## config.mk

```make
export PLATFORM = sky130hd
export DESIGN_NAME = sd_controller_dma_write_scheduler_flat
export DESIGN_NICKNAME = d
export VERILOG_FILES = /design/src/rtl/sd_controller_dma_pkg.sv /design/src/rtl/sd_controller_dma_write_scheduler_if.sv /design/src/rtl/sd_controller_dma_watchdog.sv /design/src/rtl/sd_controller_dma_write_scheduler.sv /design/src/flat_wrapper.sv
export SDC_FILE = /design/constraint.sdc
export NUM_CORES = 1
export LEC_CHECK = 0
export ABC_CLOCK_PERIOD_IN_PS = 2530
export BUFFER_PORTS_ARGS = -buffer_cell sky130_fd_sc_hd__buf_2
export CELL_PAD_IN_SITES_DETAIL_PLACEMENT = 0
export CELL_PAD_IN_SITES_GLOBAL_PLACEMENT = 1
export CORE_MARGIN = 2
export CORE_UTILIZATION = 39
export DETAILED_ROUTE_END_ITERATION = 16
export PLACE_DENSITY_LB_ADDON = 0.1
export SLEW_MARGIN = 20
export SYNTH_ARGS = -nofsm -noshare
export SYNTH_HDL_FRONTEND = slang
export SYNTH_SLANG_ARGS = --single-unit
```

## constraint.sdc

```tcl
create_clock -name aclk -period 2.53 [get_ports aclk]
set_input_delay 0.506 -clock aclk [delete_from_list [all_inputs] [get_ports aclk]]
set_output_delay 0.506 -clock aclk [all_outputs]
set_load 0.01 [all_outputs]
```

## src/rtl/sd_controller_dma_pkg.sv

```systemverilog
// Shared types and constants for the SD-to-memory DMA write scheduler.
package sd_controller_dma_pkg;

    typedef enum logic [2:0] {
        ST_IDLE     = 3'd0,
        ST_WAIT_BUF = 3'd1,
        ST_ISSUE    = 3'd2,
        ST_WAIT_WR  = 3'd3,
        ST_FINISH   = 3'd4
    } sched_state_t;

    localparam int unsigned CHUNK_BYTES    = 1024;
    localparam int unsigned CHUNK_ADDR_LSB = 10;

    function automatic logic is_chunk_aligned(input logic [31:0] byte_addr);
        return byte_addr[CHUNK_ADDR_LSB-1:0] == '0;
    endfunction

endpackage

```

## src/rtl/sd_controller_dma_write_scheduler_if.sv

```systemverilog
// Command, buffer-pair and burst-writer signals of the DMA write scheduler.
interface sd_controller_dma_write_scheduler_if #(
    parameter int COUNT_WIDTH = 16
);
    logic                   xfer_start;
    logic [31:0]            xfer_base_addr;
    logic [COUNT_WIDTH-1:0] xfer_chunk_count;
    logic                   xfer_abort;
    logic [1:0]             buf_full;
    logic [1:0]             buf_release;
    logic                   buf_sel;
    logic [31:0]            wr_initial_addr;
    logic                   wr_start;
    logic                   wr_busy;
    logic                   wr_done;
    logic                   wr_err;
    logic                   busy;
    logic                   done;
    logic                   err;
    logic [COUNT_WIDTH-1:0] chunks_done;

    // The scheduler itself
    modport slave (
        input  xfer_start, xfer_base_addr, xfer_chunk_count, xfer_abort,
        input  buf_full, wr_busy, wr_done, wr_err,
        output buf_release, buf_sel, wr_initial_addr, wr_start,
        output busy, done, err, chunks_done
    );

    // Register layer, buffer pair and writer as seen from outside
    modport master (
        output xfer_start, xfer_base_addr, xfer_chunk_count, xfer_abort,
        output buf_full, wr_busy, wr_done, wr_err,
        input  buf_release, buf_sel, wr_initial_addr, wr_start,
        input  busy, done, err, chunks_done
    );

endinterface

```

## src/rtl/sd_controller_dma_watchdog.sv

```systemverilog
// Per-chunk watchdog: counts enabled cycles, flags expiry at LIMIT cycles.
module sd_controller_dma_watchdog #(
    parameter int unsigned LIMIT = 65536
) (
    input  logic clk,
    input  logic rst_n,
    input  logic clear,
    input  logic enable,
    output logic expired
);

    localparam int unsigned W = $clog2(LIMIT + 1);

    logic [W-1:0] count;

    always_ff @(posedge clk or negedge rst_n) begin
        if (!rst_n) begin
            count <= '0;
        end else if (clear) begin
            count <= '0;
        end else if (enable && !expired) begin
            count <= count + W'(1);
        end
    end

    // Expiry lands on the LIMIT-th enabled cycle after a clear
    assign expired = enable && (count == W'(LIMIT - 1));

endmodule

```

## src/rtl/sd_controller_dma_write_scheduler.sv

```systemverilog
// Sequences 1 KB AXI bursts over the ping-pong buffer pair for a multi-chunk transfer.
// Optional per-chunk watchdog enabled by defining SD_CONTROLLER_DMA_TIMEOUT_EN.
module sd_controller_dma_write_scheduler
    import sd_controller_dma_pkg::*;
#(
    parameter int COUNT_WIDTH    = 16,
    parameter int TIMEOUT_CYCLES = 65536
) (
    input  logic                                 aclk,
    input  logic                                 aresetn,
    sd_controller_dma_write_scheduler_if.slave   bus
);

    sched_state_t           state;
    sched_state_t           state_next;
    logic [31:0]            addr;
    logic [COUNT_WIDTH-1:0] remaining;
    logic [COUNT_WIDTH-1:0] chunks_done_q;
    logic                   bank;
    logic                   err_q;
    logic                   abort_pending;
    logic [1:0]             buf_full_q;
    logic [1:0]             buf_release_q;
    logic                   timeout_expired;

    logic count_zero;
    logic base_misaligned;
    logic abort_now;
    logic buf_ready;
    logic last_chunk;

    if (TIMEOUT_CYCLES < 2) begin : g_timeout_check
        $error("TIMEOUT_CYCLES must be at least 2");
    end

    assign count_zero      = (bus.xfer_chunk_count == '0);
    assign base_misaligned = !is_chunk_aligned(bus.xfer_base_addr);
    assign abort_now       = bus.xfer_abort || abort_pending;
    assign last_chunk      = (remaining == COUNT_WIDTH'(1));
    // Holding off while a release pulse is out keeps a minimum gap between bursts
    assign buf_ready       = buf_full_q[bank] && !bus.wr_busy && (buf_release_q == 2'b00);

`ifdef SD_CONTROLLER_DMA_TIMEOUT_EN
    sd_controller_dma_watchdog #(
        .LIMIT (TIMEOUT_CYCLES)
    ) u_watchdog (
        .clk     (aclk),
        .rst_n   (aresetn),
        .clear   (state == ST_ISSUE),
        .enable  (state == ST_WAIT_WR),
        .expired (timeout_expired)
    );
`else
    assign timeout_expired = 1'b0;
`endif

    always_ff @(posedge aclk or negedge aresetn) begin
        if (!aresetn) begin
            state <= ST_IDLE;
        end else begin
            state <= state_next;
        end
    end

    always_comb begin
        state_next = state;
        unique case (state)
            ST_IDLE: begin
                if (bus.xfer_start) begin
                    state_next = (count_zero || base_misaligned) ? ST_FINISH : ST_WAIT_BUF;
                end
            end
            ST_WAIT_BUF: begin
                if (abort_now) begin
                    state_next = ST_FINISH;
                end else if (buf_ready) begin
                    state_next = ST_ISSUE;
                end
            end
            ST_ISSUE: state_next = ST_WAIT_WR;
            ST_WAIT_WR: begin
                // A started burst is always allowed to finish before any abort takes effect
                if (bus.wr_done) begin
                    if (bus.wr_err || last_chunk || abort_now) begin
                        state_next = ST_FINISH;
                    end else begin
                        state_next = ST_WAIT_BUF;
                    end
                end else if (timeout_expired) begin
                    state_next = ST_FINISH;
                end
            end
            ST_FINISH: state_next = ST_IDLE;
            default:   state_next = ST_IDLE;
        endcase
    end

    always_ff @(posedge aclk or negedge aresetn) begin
        if (!aresetn) begin
            addr          <= '0;
            remaining     <= '0;
            chunks_done_q <= '0;
            bank          <= 1'b0;
            err_q         <= 1'b0;
            abort_pending <= 1'b0;
            buf_full_q    <= 2'b00;
            buf_release_q <= 2'b00;
        end else begin
            buf_full_q    <= bus.buf_full;
            buf_release_q <= 2'b00;
            case (state)
                ST_IDLE: begin
                    if (bus.xfer_start) begin
                        err_q         <= !count_zero && base_misaligned;
                        chunks_done_q <= '0;
                        addr          <= bus.xfer_base_addr;
                        remaining     <= bus.xfer_chunk_count;
                        bank          <= 1'b0;
                        abort_pending <= 1'b0;
                    end
                end
                ST_WAIT_BUF: begin
                    if (abort_now) begin
                        err_q <= 1'b1;
                    end
                end
                ST_ISSUE: begin
                    if (bus.xfer_abort) begin
                        abort_pending <= 1'b1;
                    end
                end
                ST_WAIT_WR: begin
                    if (bus.xfer_abort) begin
                        abort_pending <= 1'b1;
                    end
                    if (bus.wr_done) begin
                        buf_release_q[bank] <= 1'b1;
                        chunks_done_q       <= chunks_done_q + COUNT_WIDTH'(1);
                        addr                <= addr + 32'(CHUNK_BYTES);
                        remaining           <= remaining - COUNT_WIDTH'(1);
                        bank                <= ~bank;
                        if (bus.wr_err || (!last_chunk && abort_now)) begin
                            err_q <= 1'b1;
                        end
                    end else if (timeout_expired) begin
                        err_q <= 1'b1;
                    end
                end
                default: ;
            endcase
        end
    end

    always_comb begin
        bus.wr_start        = (state == ST_ISSUE);
        bus.wr_initial_addr = addr;
        bus.buf_sel         = bank;
        bus.buf_release     = buf_release_q;
        bus.busy            = (state != ST_IDLE);
        bus.done            = (state == ST_FINISH);
        bus.err             = err_q;
        bus.chunks_done     = chunks_done_q;
    end

endmodule

```

## src/flat_wrapper.sv

```systemverilog
// flat-port wrapper written by rule: the top's interface ports become plain ports
module sd_controller_dma_write_scheduler_flat import sd_controller_dma_pkg::*;
#(
    parameter int COUNT_WIDTH    = 16,
    parameter int TIMEOUT_CYCLES = 65536
)
  (aclk, aresetn, bus_xfer_start, bus_xfer_base_addr, bus_xfer_chunk_count, bus_xfer_abort, bus_buf_full, bus_wr_busy, bus_wr_done, bus_wr_err, bus_buf_release, bus_buf_sel, bus_wr_initial_addr, bus_wr_start, bus_busy, bus_done, bus_err, bus_chunks_done);
  sd_controller_dma_write_scheduler_if #(.COUNT_WIDTH(COUNT_WIDTH)) bus_i ();
  input  logic aclk;
  input  logic aresetn;
  input wire logic [$bits(bus_i.xfer_start)-1:0] bus_xfer_start;
  input wire logic [$bits(bus_i.xfer_base_addr)-1:0] bus_xfer_base_addr;
  input wire logic [$bits(bus_i.xfer_chunk_count)-1:0] bus_xfer_chunk_count;
  input wire logic [$bits(bus_i.xfer_abort)-1:0] bus_xfer_abort;
  input wire logic [$bits(bus_i.buf_full)-1:0] bus_buf_full;
  input wire logic [$bits(bus_i.wr_busy)-1:0] bus_wr_busy;
  input wire logic [$bits(bus_i.wr_done)-1:0] bus_wr_done;
  input wire logic [$bits(bus_i.wr_err)-1:0] bus_wr_err;
  output wire logic [$bits(bus_i.buf_release)-1:0] bus_buf_release;
  output wire logic [$bits(bus_i.buf_sel)-1:0] bus_buf_sel;
  output wire logic [$bits(bus_i.wr_initial_addr)-1:0] bus_wr_initial_addr;
  output wire logic [$bits(bus_i.wr_start)-1:0] bus_wr_start;
  output wire logic [$bits(bus_i.busy)-1:0] bus_busy;
  output wire logic [$bits(bus_i.done)-1:0] bus_done;
  output wire logic [$bits(bus_i.err)-1:0] bus_err;
  output wire logic [$bits(bus_i.chunks_done)-1:0] bus_chunks_done;
  assign bus_i.xfer_start = bus_xfer_start;
  assign bus_i.xfer_base_addr = bus_xfer_base_addr;
  assign bus_i.xfer_chunk_count = bus_xfer_chunk_count;
  assign bus_i.xfer_abort = bus_xfer_abort;
  assign bus_i.buf_full = bus_buf_full;
  assign bus_i.wr_busy = bus_wr_busy;
  assign bus_i.wr_done = bus_wr_done;
  assign bus_i.wr_err = bus_wr_err;
  assign bus_buf_release = bus_i.buf_release;
  assign bus_buf_sel = bus_i.buf_sel;
  assign bus_wr_initial_addr = bus_i.wr_initial_addr;
  assign bus_wr_start = bus_i.wr_start;
  assign bus_busy = bus_i.busy;
  assign bus_done = bus_i.done;
  assign bus_err = bus_i.err;
  assign bus_chunks_done = bus_i.chunks_done;
  sd_controller_dma_write_scheduler #(.COUNT_WIDTH(COUNT_WIDTH), .TIMEOUT_CYCLES(TIMEOUT_CYCLES)) u_core (.aclk(aclk), .aresetn(aresetn), .bus(bus_i));
endmodule
```

==> results of run 1 <==
## worst paths after layout
check	startpoint	endpoint	slack [ns]	cells past startpoint
worst max-delay path	u_core.bus.wr_initial_addr[15]	u_core.bus.wr_initial_addr[31]	0.49	5
worst min-delay path	aresetn	u_core.bus.chunks_done[10]	0.12	1
worst max register to register	u_core.bus.wr_initial_addr[15]	u_core.bus.wr_initial_addr[31]	0.49	5
worst min register to register	u_core.bus.wr_initial_addr[5]	u_core.bus.wr_initial_addr[5]	0.47	2
max in group asynchronous	aresetn	u_core.remaining[15]	1.82	2
min in group aclk	bus_buf_full[1]	u_core.buf_full_q[1]	0.27	1
## layer usage
metal	wire length, um	GRT usage (%)	vias to the layer above
met4	111	5.17	0
li1	-	-	1961
met2	5380	33.1	108
met1	5240	27.7	1887
met3	574	3.86	11
met5	0	0	-
## critical path: stages, from the launching register on
cell     delay [ns]
dfrtp_1        0.47
nand4_1        0.31
nor4_4         0.58
nand4_1        0.21
o21ai_0        0.18
nor3b_1        0.21
## synthesized netlist by cell type (all sizes together), types with 7 or more instances
master	number	area share (%)
nor4	13	2.4
clkbuf	18	1.7
nand3	26	3.2
nand2	72	6.6
nand4	11	1.7
xor2	11	2.4
o22ai	8	1.2
o21ai	32	3.9
nor3	14	1.8
inv	9	0.83
a21oi	43	5.4
a2bb2oi	7	1.5
nor2	47	4.3
dfrtp	74	45
## registers in the layout, summed over array words and instances, names as in the netlist
name                        count
u_core.abort_pending            1
u_core.state                    3
u_core.bus.err                  1
u_core.remaining               16
u_core.bus.wr_initial_addr     32
u_core.bus.buf_release          2
u_core.buf_full_q               2
u_core.bus.chunks_done         16
u_core.bus.buf_sel              1
## where the power goes
part	total [mW]	switching (mW)	internal, mW
registers	1.47	0.151	1.32
clock network	0.854	0.471	0.383
logic	0.639	0.369	0.271
total	2.97	0.990	1.97
## final cells by class
| cell class | instances | area share (%) |
|---|---|---|
| Sequential cell | 74 | 36.7 |
| Clock buffer | 10 | 2.72 |
| Clock inverter | 6 | 0.842 |
| Timing Repair Buffer | 130 | 14.1 |
| Tap cell | 136 | 3.37 |
| Multi-Input combinational cell | 365 | 41.6 |
| Inverter | 9 | 0.669 |
## metrics by stage
| step | setup slack (ns) | area, sq um | power (mW) | util, % | instances |
|---|---|---|---|---|---|
| after floorplan | 0.606 | 4080 | 1.83 | - | 472 |
| after global placement | 0.461 | 4870 | 2.13 | 47.6 | 714 |
| after detailed placement | 0.419 | 4870 | 2.14 | 47.6 | 714 |
| after CTS | 0.461 | 5050 | 3.02 | 49.4 | 730 |
| after global routing | 0.178 | 5050 | 3.17 | 49.4 | 730 |
| final | 0.488 | 5050 | 2.97 | 49.4 | 730 |
## cells by family after synthesis
kind of cell	after synthesis	share of synthesized area [%]
and+or+nand+nor	212	25.0
AOI/OAI and AO/OA	133	21.4
DFF	74	45.4
buffers and inverters	33	3.37
xor gates and xnor gates	12	2.58
muxes	4	1.01
adders and majority gates	4	1.23
==> flow_metrics.tcl, run 1 <==
set metrics [dict create \
    hold_slack_ns 0.121 \
    clock_path_buffers 2 \
    end_kind "flip-flop" \
    cts-root-buf "clkbuf_8" \
    antenna_found_initial 0 \
    regArea_sq_um 1850 \
    leakagePower_nw 2.29 \
    powerDensity_nw_per_um2 587 \
    clock_latency_ns 0.34 \
    syn-num-nets 533 \
    grt-ovfl-total 0 \
    hpwl_um 8250 \
    period_minus_slack_ns 2.04 \
    diodes 0 \
    hold_path_class "input port to asynchronous set/reset pin" \
    grt_max_degree 39 \
    crit_fanout 8 \
    drv_cap 0 \
    status "finished, final reports clean" \
    cts.clk_slew.worst_paths_ns 0.08 \
    hold_buffers 0 \
    drcViolationCount 0 \
    post_drt_wl_per_cell_um 15.5 \
    drv_slew 0 \
    initial_core_util_pct 39.9 \
    tightest_slew_ns 0.551 \
    layout_commonest_cell "buf_2" \
    multi_input_comb_area_sq_um 2100 \
    worstSetupPathType "flip-flop to flip-flop" \
    io-pin-count 112 \
    ys_seq_area_share_pct 45.4 \
    rsz0062_at_grt "false" \
    vdd_ir_drop_max_v 0.000314 \
    setup_viol 0 \
    netlist_instances 472 \
    cts_sinks 74 \
    die_w_um 106 \
    postRouteAntennaNets 0 \
    die_area_sq_um 11300 \
    nFillCells 1033 \
    fp.coreArea_sq_um 10200 \
    postCtsSetupBuffers 0 \
    syn_avg_cell_area_sq_um 8.65 \
    arrival_ns 2.29 \
    ys_async_sr_fraction_pct 100 \
    final_nets 650 \
    fin_crit_sh_pct 80.7 \
    drt-total-wl_um 11300 \
    grt_pass1_wl_um 18400 \
    track_usage_pct 20.3 \
    max_freq_mhz 490 \
    hold_viol_final 0 \
    ys_ff_latch 74 \
    grt_pass1_vias 3647 \
    cts_buffers 9 \
    routabilityCongestion 0.780 \
    synth_cell_types 56 \
    tritoncts "built" \
    cts_resized 0 \
    vias 3967 \
    fp.dieH_um 106 \
    rows 37 \
    ys_warn_count 0 \
    synth_area_sq_um 4080 \
    finClkSkew_ns 0.0159 \
    via_per_inst 5.43 \
    initialDrtViolationCount 202 \
    setup-tns-final_ns 0 \
    maxSlewHeadroom_pct 63.0 \
    cp.required_ns 2.78 \
    port-buffer-count 111 \
    ys.flop_type "dfrtp_1" \
    drive_gt1_share_pct 26.8 \
    mostFrequentLayoutCells "buf_2 (110), dfrtp_1 (74), nand2_1 (72)" \
    dr.pass1.iters 4 \
    area_growth_pct 23.8 \
    cp-start-kind "flip-flop" \
    htreeDepth 3 \
    synth_edf_count 0 \
]
Note: power is estimated with default switching activity, not from simulation.
==> inputs of run 2 (changes only) <==
--- a/config.mk
+++ b/config.mk
@@ -5,12 +5,12 @@
 export SDC_FILE = /design/constraint.sdc
 export NUM_CORES = 1
 export LEC_CHECK = 0
-export ABC_CLOCK_PERIOD_IN_PS = 2530
+export ABC_CLOCK_PERIOD_IN_PS = 1800
 export BUFFER_PORTS_ARGS = -buffer_cell sky130_fd_sc_hd__buf_2
 export CELL_PAD_IN_SITES_DETAIL_PLACEMENT = 0
 export CELL_PAD_IN_SITES_GLOBAL_PLACEMENT = 1
 export CORE_MARGIN = 2
-export CORE_UTILIZATION = 39
+export CORE_UTILIZATION = 35
 export DETAILED_ROUTE_END_ITERATION = 16
 export PLACE_DENSITY_LB_ADDON = 0.1
 export SLEW_MARGIN = 20
==> constraint.sdc (replaced) <==
create_clock -name aclk -period 1.8 [get_ports aclk]
set_input_delay 0.36 -clock aclk [delete_from_list [all_inputs] [get_ports aclk]]
set_output_delay 0.36 -clock aclk [all_outputs]
set_load 0.01 [all_outputs]
==> flow_metrics.tcl, run 2 (synthesized netlist as in run 1, its figures left out) <==
set metrics [dict create \
    grt_pass1_wl_um 20500 \
    vias 4238 \
    reg2regPathDepth 7 \
    rsz0062_at_grt "true" \
    grt_max_degree 33 \
    hold_path_class "input port to flip-flop" \
    routabilityCongestion 0.804 \
    drt-total-wl_um 12900 \
    leakagePower_nw 2.73 \
    htreeDepth 3 \
    postRouteAntennaNets 0 \
    fp.coreArea_sq_um 11400 \
    io-pin-count 112 \
    worstSetupPathType "flip-flop to flip-flop" \
    clock_latency_ns 0.34 \
    tritoncts "built" \
    grt-ovfl-total 0 \
    layout_setup_ws_ns 0.0336 \
    end_kind "flip-flop" \
    hold_slack_ns 0.122 \
    hold_end "u_core.buf_full_q[1]" \
    die_area_sq_um 12500 \
    clock_path_buffers 2 \
    drcViolationCount 0 \
    cp.required_ns 2.02 \
    initialDrtViolationCount 233 \
    cts-root-buf "clkbuf_16" \
    grt_pass1_vias 4150 \
    largest_reg_flops 32 \
    die_w_um 112 \
    dr.pass1.iters 4 \
    hold_viol_final 0 \
    drv_cap 0 \
    track_usage_pct 20.5 \
    area_growth_pct 47.2 \
    drive_gt1_share_pct 38.8 \
    cts_sinks 74 \
    crit_fanout 6 \
    port-buffer-count 111 \
    nFillCells 1097 \
    powerDensity_nw_per_um2 879 \
    r2r_slack_ns 0.03 \
    status "finished, final reports clean" \
    finClkSkew_ns 0.00722 \
    cp-start-kind "flip-flop" \
    fin_crit_sh_pct 98.1 \
    max_freq_mhz 566 \
    final_nets 716 \
    layout_commonest_cell "buf_2" \
    diodes 0 \
    arrival_ns 1.98 \
    tightest_slew_ns 0.445 \
    rows 39 \
    reg2reg_from "u_core.state[1]" \
    initial_core_util_pct 35.7 \
    hold_depth 1 \
    mostFrequentLayoutCells "buf_2 (110), dfrtp_1 (72), nand2_1 (70), buf_4 (70), nor2_1 (46)" \
    via_per_inst 5.28 \
    fp.dieH_um 112 \
    maxSlewHeadroom_pct 70.3 \
    cts.clk_slew.worst_paths_ns 0.06 \
    r2r-end "u_core.bus.chunks_done[4]" \
    drv_slew 0 \
    cts_buffers 9 \
    hpwl_um 9100 \
    post_drt_wl_per_cell_um 16.1 \
    post-place-ws_ns -0.107 \
    vdd_ir_drop_max_v 0.000646 \
    setup_viol 0 \
    antenna_found_initial 0 \
    period_minus_slack_ns 1.77 \
    min_from "bus_buf_full[1]" \
]
run 2: cell types whose count changed in the layout (fill, tap and decap cells not counted), moves of 3 or more:
cell	change
buf_12	+3
buf_4	+51
buf_6	+9
clkbuf_16	+11
clkbuf_8	-9
nand3_1	-6
nand3_2	+6
o21ai_0	-3
or3_1	-3
or3_4	+3
run 2: worst max path at each step:
stage / startpoint / endpoint / slack [ns] / depth (start not counted)
floorplan: u_core.state[1] / u_core.bus.wr_initial_addr[30] / -0.02 / 5
global placement: bus_xfer_start / u_core.bus.chunks_done[13] / -0.08 / 6
detailed placement: bus_xfer_start / u_core.bus.chunks_done[15] / -0.11 / 6
CTS: u_core.state[1] / u_core.bus.wr_initial_addr[29] / 0.001 / 5
global route: u_core.state[1] / u_core.bus.chunks_done[10] / -0.09 / 5
finish: u_core.state[1] / u_core.bus.chunks_done[4] / 0.03 / 7
run 2: final cells by class:
| cell class | instances | area [sq um] | share of cell area (%) |
|---|---|---|---|
| multi-input combinational | 365 | 2300 | 38.3 |
| sequential | 74 | 1850 | 30.9 |
| timing repair buffer | 196 | 1320 | 21.9 |
| clock buffer | 11 | 243 | 4.04 |
| tap | 143 | 179 | 2.98 |
| clock inverter | 5 | 77.6 | 1.29 |
| inverter | 9 | 33.8 | 0.562 |
run 2: per-layer routing:
metal | vias up | global-route usage [%] | share of wire (%)
li1 | 2098 | - | -
met1 | 2039 | 26.9 | 45
met2 | 90 | 33.8 | 49
met3 | 11 | 4.14 | 4.7
met4 | 0 | 7.48 | 1.1
met5 | - | 0 | 0
run 2: worst max-delay path: stages, from the launching register on:
cell	delay, ns
dfrtp_1	0.39
or3b_4	0.47
a21oi_4	0.22
buf_6	0.15
buf_12	0.11
nand4_1	0.11
xor2_1	0.15
nor2_1	0.06
run 2: per-stage QoR:
stage	utilization [%]	total power, mW	instances	area (sq um)	TNS [ns]
final	52.6	5.28	803	6010	0
after global routing	52.6	5.57	803	6010	-0.502
after CTS	49.6	5.20	789	5660	0
after detailed placement	46.1	3.19	768	5270	-1.36
after global placement	46.1	3.18	768	5270	-0.691
after floorplan	-	2.58	472	4090	-0.0150
run 2: repair_timing:
| item | in CTS | in global routing |
|---|---|---|
| endpoints found under the hold margin | 27 | 0 |
| gates cloned | 0 | 2 |
| buffers inserted | 6 | 12 |
| pin swaps | 7 | 22 |
| gates resized for setup | 9 | 43 |
| endpoints found under the setup margin | 12 | 50 |
| hold buffers | 1 | 0 |
run 2: power by group:
group	internal, mW	switching, mW	total [mW]
Sequential	1.86	0.195	2.06
Combinational	0.607	0.651	1.26
Clock	1.25	0.719	1.97
Total	3.72	1.56	5.28
==> inputs of run 3 (changes only) <==
--- a/config.mk
+++ b/config.mk
@@ -12,7 +12,7 @@
 export CORE_MARGIN = 2
 export CORE_UTILIZATION = 35
 export DETAILED_ROUTE_END_ITERATION = 16
-export PLACE_DENSITY_LB_ADDON = 0.1
+export PLACE_DENSITY_LB_ADDON = 0.25
 export SLEW_MARGIN = 20
 export SYNTH_ARGS = -nofsm -noshare
 export SYNTH_HDL_FRONTEND = slang
==> flow_metrics.tcl, run 3 (synthesized netlist as in run 1, its figures left out) <==
set metrics [dict create \
    layout_setup_ws_ns -0.00382 \
    rows 39 \
    grt_pass1_vias 4031 \
    worstSetupPathType "flip-flop to output port" \
    hold_path_class "input port to flip-flop" \
    crit_end "bus_busy" \
    tightest_slew_ns 0.414 \
    final_nets 699 \
    cp.required_ns 1.44 \
    r2r-end "u_core.remaining[13]" \
    powerDensity_nw_per_um2 910 \
    diodes 0 \
    cts_buffers 9 \
    initial_core_util_pct 35.7 \
    clock_path_buffers 2 \
    crit_start "u_core.state[0]" \
    fp.coreArea_sq_um 11400 \
    reg2regPathDepth 5 \
    fin_crit_sh_pct 100 \
    drcViolationCount 0 \
    area_growth_pct 42.9 \
    post_drt_wl_per_cell_um 16.1 \
    nFillCells 1120 \
    postRouteAntennaNets 0 \
    rsz0062_at_grt "true" \
    die_area_sq_um 12500 \
    reg2reg_from "u_core.remaining[7]" \
    track_usage_pct 20.1 \
    violations "negative setup slack" \
    vdd_ir_drop_max_v 0.000453 \
    total_power_mw 5.31 \
    crit_fanout 6 \
    min_from "bus_buf_full[1]" \
    dr.pass1.iters 5 \
    drt-total-wl_um 12700 \
    largest_reg_flops 32 \
    antenna_found_initial 0 \
    period_minus_slack_ns 1.80 \
    post-place-ws_ns -0.0676 \
    cts.clk_slew.worst_paths_ns 0.06 \
    fp.dieH_um 112 \
    drv_cap 0 \
    leakagePower_nw 2.65 \
    cts-root-buf "clkbuf_16" \
    clock_latency_ns 0.34 \
    mostFrequentLayoutCells "buf_2 (109), dfrtp_1 (71), nand2_1 (70)" \
    final_core_util_pct 51.1 \
    grt_max_degree 34 \
    die_w_um 112 \
    hold_viol_final 0 \
    drive_gt1_share_pct 36.4 \
    tritoncts "built" \
    hpwl_um 9020 \
    via_per_inst 5.47 \
    drv_slew 0 \
    arrival_ns 1.44 \
    max_freq_mhz 554 \
    setup_viol 1 \
    end_kind "output port" \
    grt_pass1_wl_um 20400 \
    port-buffer-count 111 \
    finClkSkew_ns 0.00647 \
    r2r_slack_ns 0.04 \
    status "complete, but fails checks" \
    layout_commonest_cell "buf_2" \
    cp-start-kind "flip-flop" \
    htreeDepth 3 \
    hold_depth 1 \
    hold_slack_ns 0.129 \
    initialDrtViolationCount 305 \
    routabilityCongestion 0.841 \
    vias 4296 \
    cts_sinks 74 \
    io-pin-count 112 \
    grt-ovfl-total 0 \
    maxSlewHeadroom_pct 72.2 \
]
## run 3: changes by cell type in the layout (fill, tap and decap cells not counted), sizes merged
| cell | change |
|---|---|
| inv | +1 |
| buf | -17 |
| clkinv | -1 |
## run 3: cell type report
| class | instances | area (sq um) | area share (%) |
|---|---|---|---|
| Multi-Input combinational cell | 365 | 2240 | 38.4 |
| Sequential cell | 74 | 1860 | 31.8 |
| Timing Repair Buffer | 179 | 1190 | 20.4 |
| Clock buffer | 11 | 253 | 4.33 |
| Tap cell | 143 | 179 | 3.07 |
| Clock inverter | 5 | 85.1 | 1.46 |
| Inverter | 9 | 33.8 | 0.579 |
## run 3: critical path: stages, from the launching register on
cell,delay [ns]
dfrtp_1,0.40
buf_6,0.14
or3_4,0.42
buf_6,0.14
## run 3: where the power goes
part	switching [mW]	internal, mW	total, mW
Sequential	0.181	1.86	2.04
Clock	0.739	1.30	2.04
Combinational	0.648	0.582	1.23
## run 3: how the worst min path moves through the flow
stage	endpoint	slack, ns
3_3_place_gp	u_core.bus.chunks_done[7]	0.33
6_report	u_core.buf_full_q[1]	0.13
4_1_cts	u_core.buf_full_q[1]	0.12
3_5_place_dp	u_core.bus.chunks_done[7]	0.33
5_1_grt	u_core.buf_full_q[1]	0.11
2_1_floorplan	u_core.abort_pending	0.06
## run 3: timing repair
item	4_1_cts	5_1_grt
hold buffers	1	0
gates resized for setup	10	32
setup endpoints to repair	29	39
pin swaps	8	15
setup buffers	2	12
cloned	0	1
hold endpoints to repair	26	0
## run 3: routing by layer
metal,part of all wire [%],vias up,GRT usage (%)
li1,-,2065,-
met1,46,2095,28.4
met2,47,124,30.8
met3,5.3,12,4.79
met4,1.2,0,5.93
met5,0,-,0
## run 3: per-stage QoR
stage	instances	cell area, sq um	TNS [ns]
final	786	5830	-0.00382
after global routing	786	5830	-0.460
after global placement	755	5190	-0.234
after detailed placement	755	5190	-0.642
after CTS	773	5590	0
after floorplan	472	4090	-0.0150
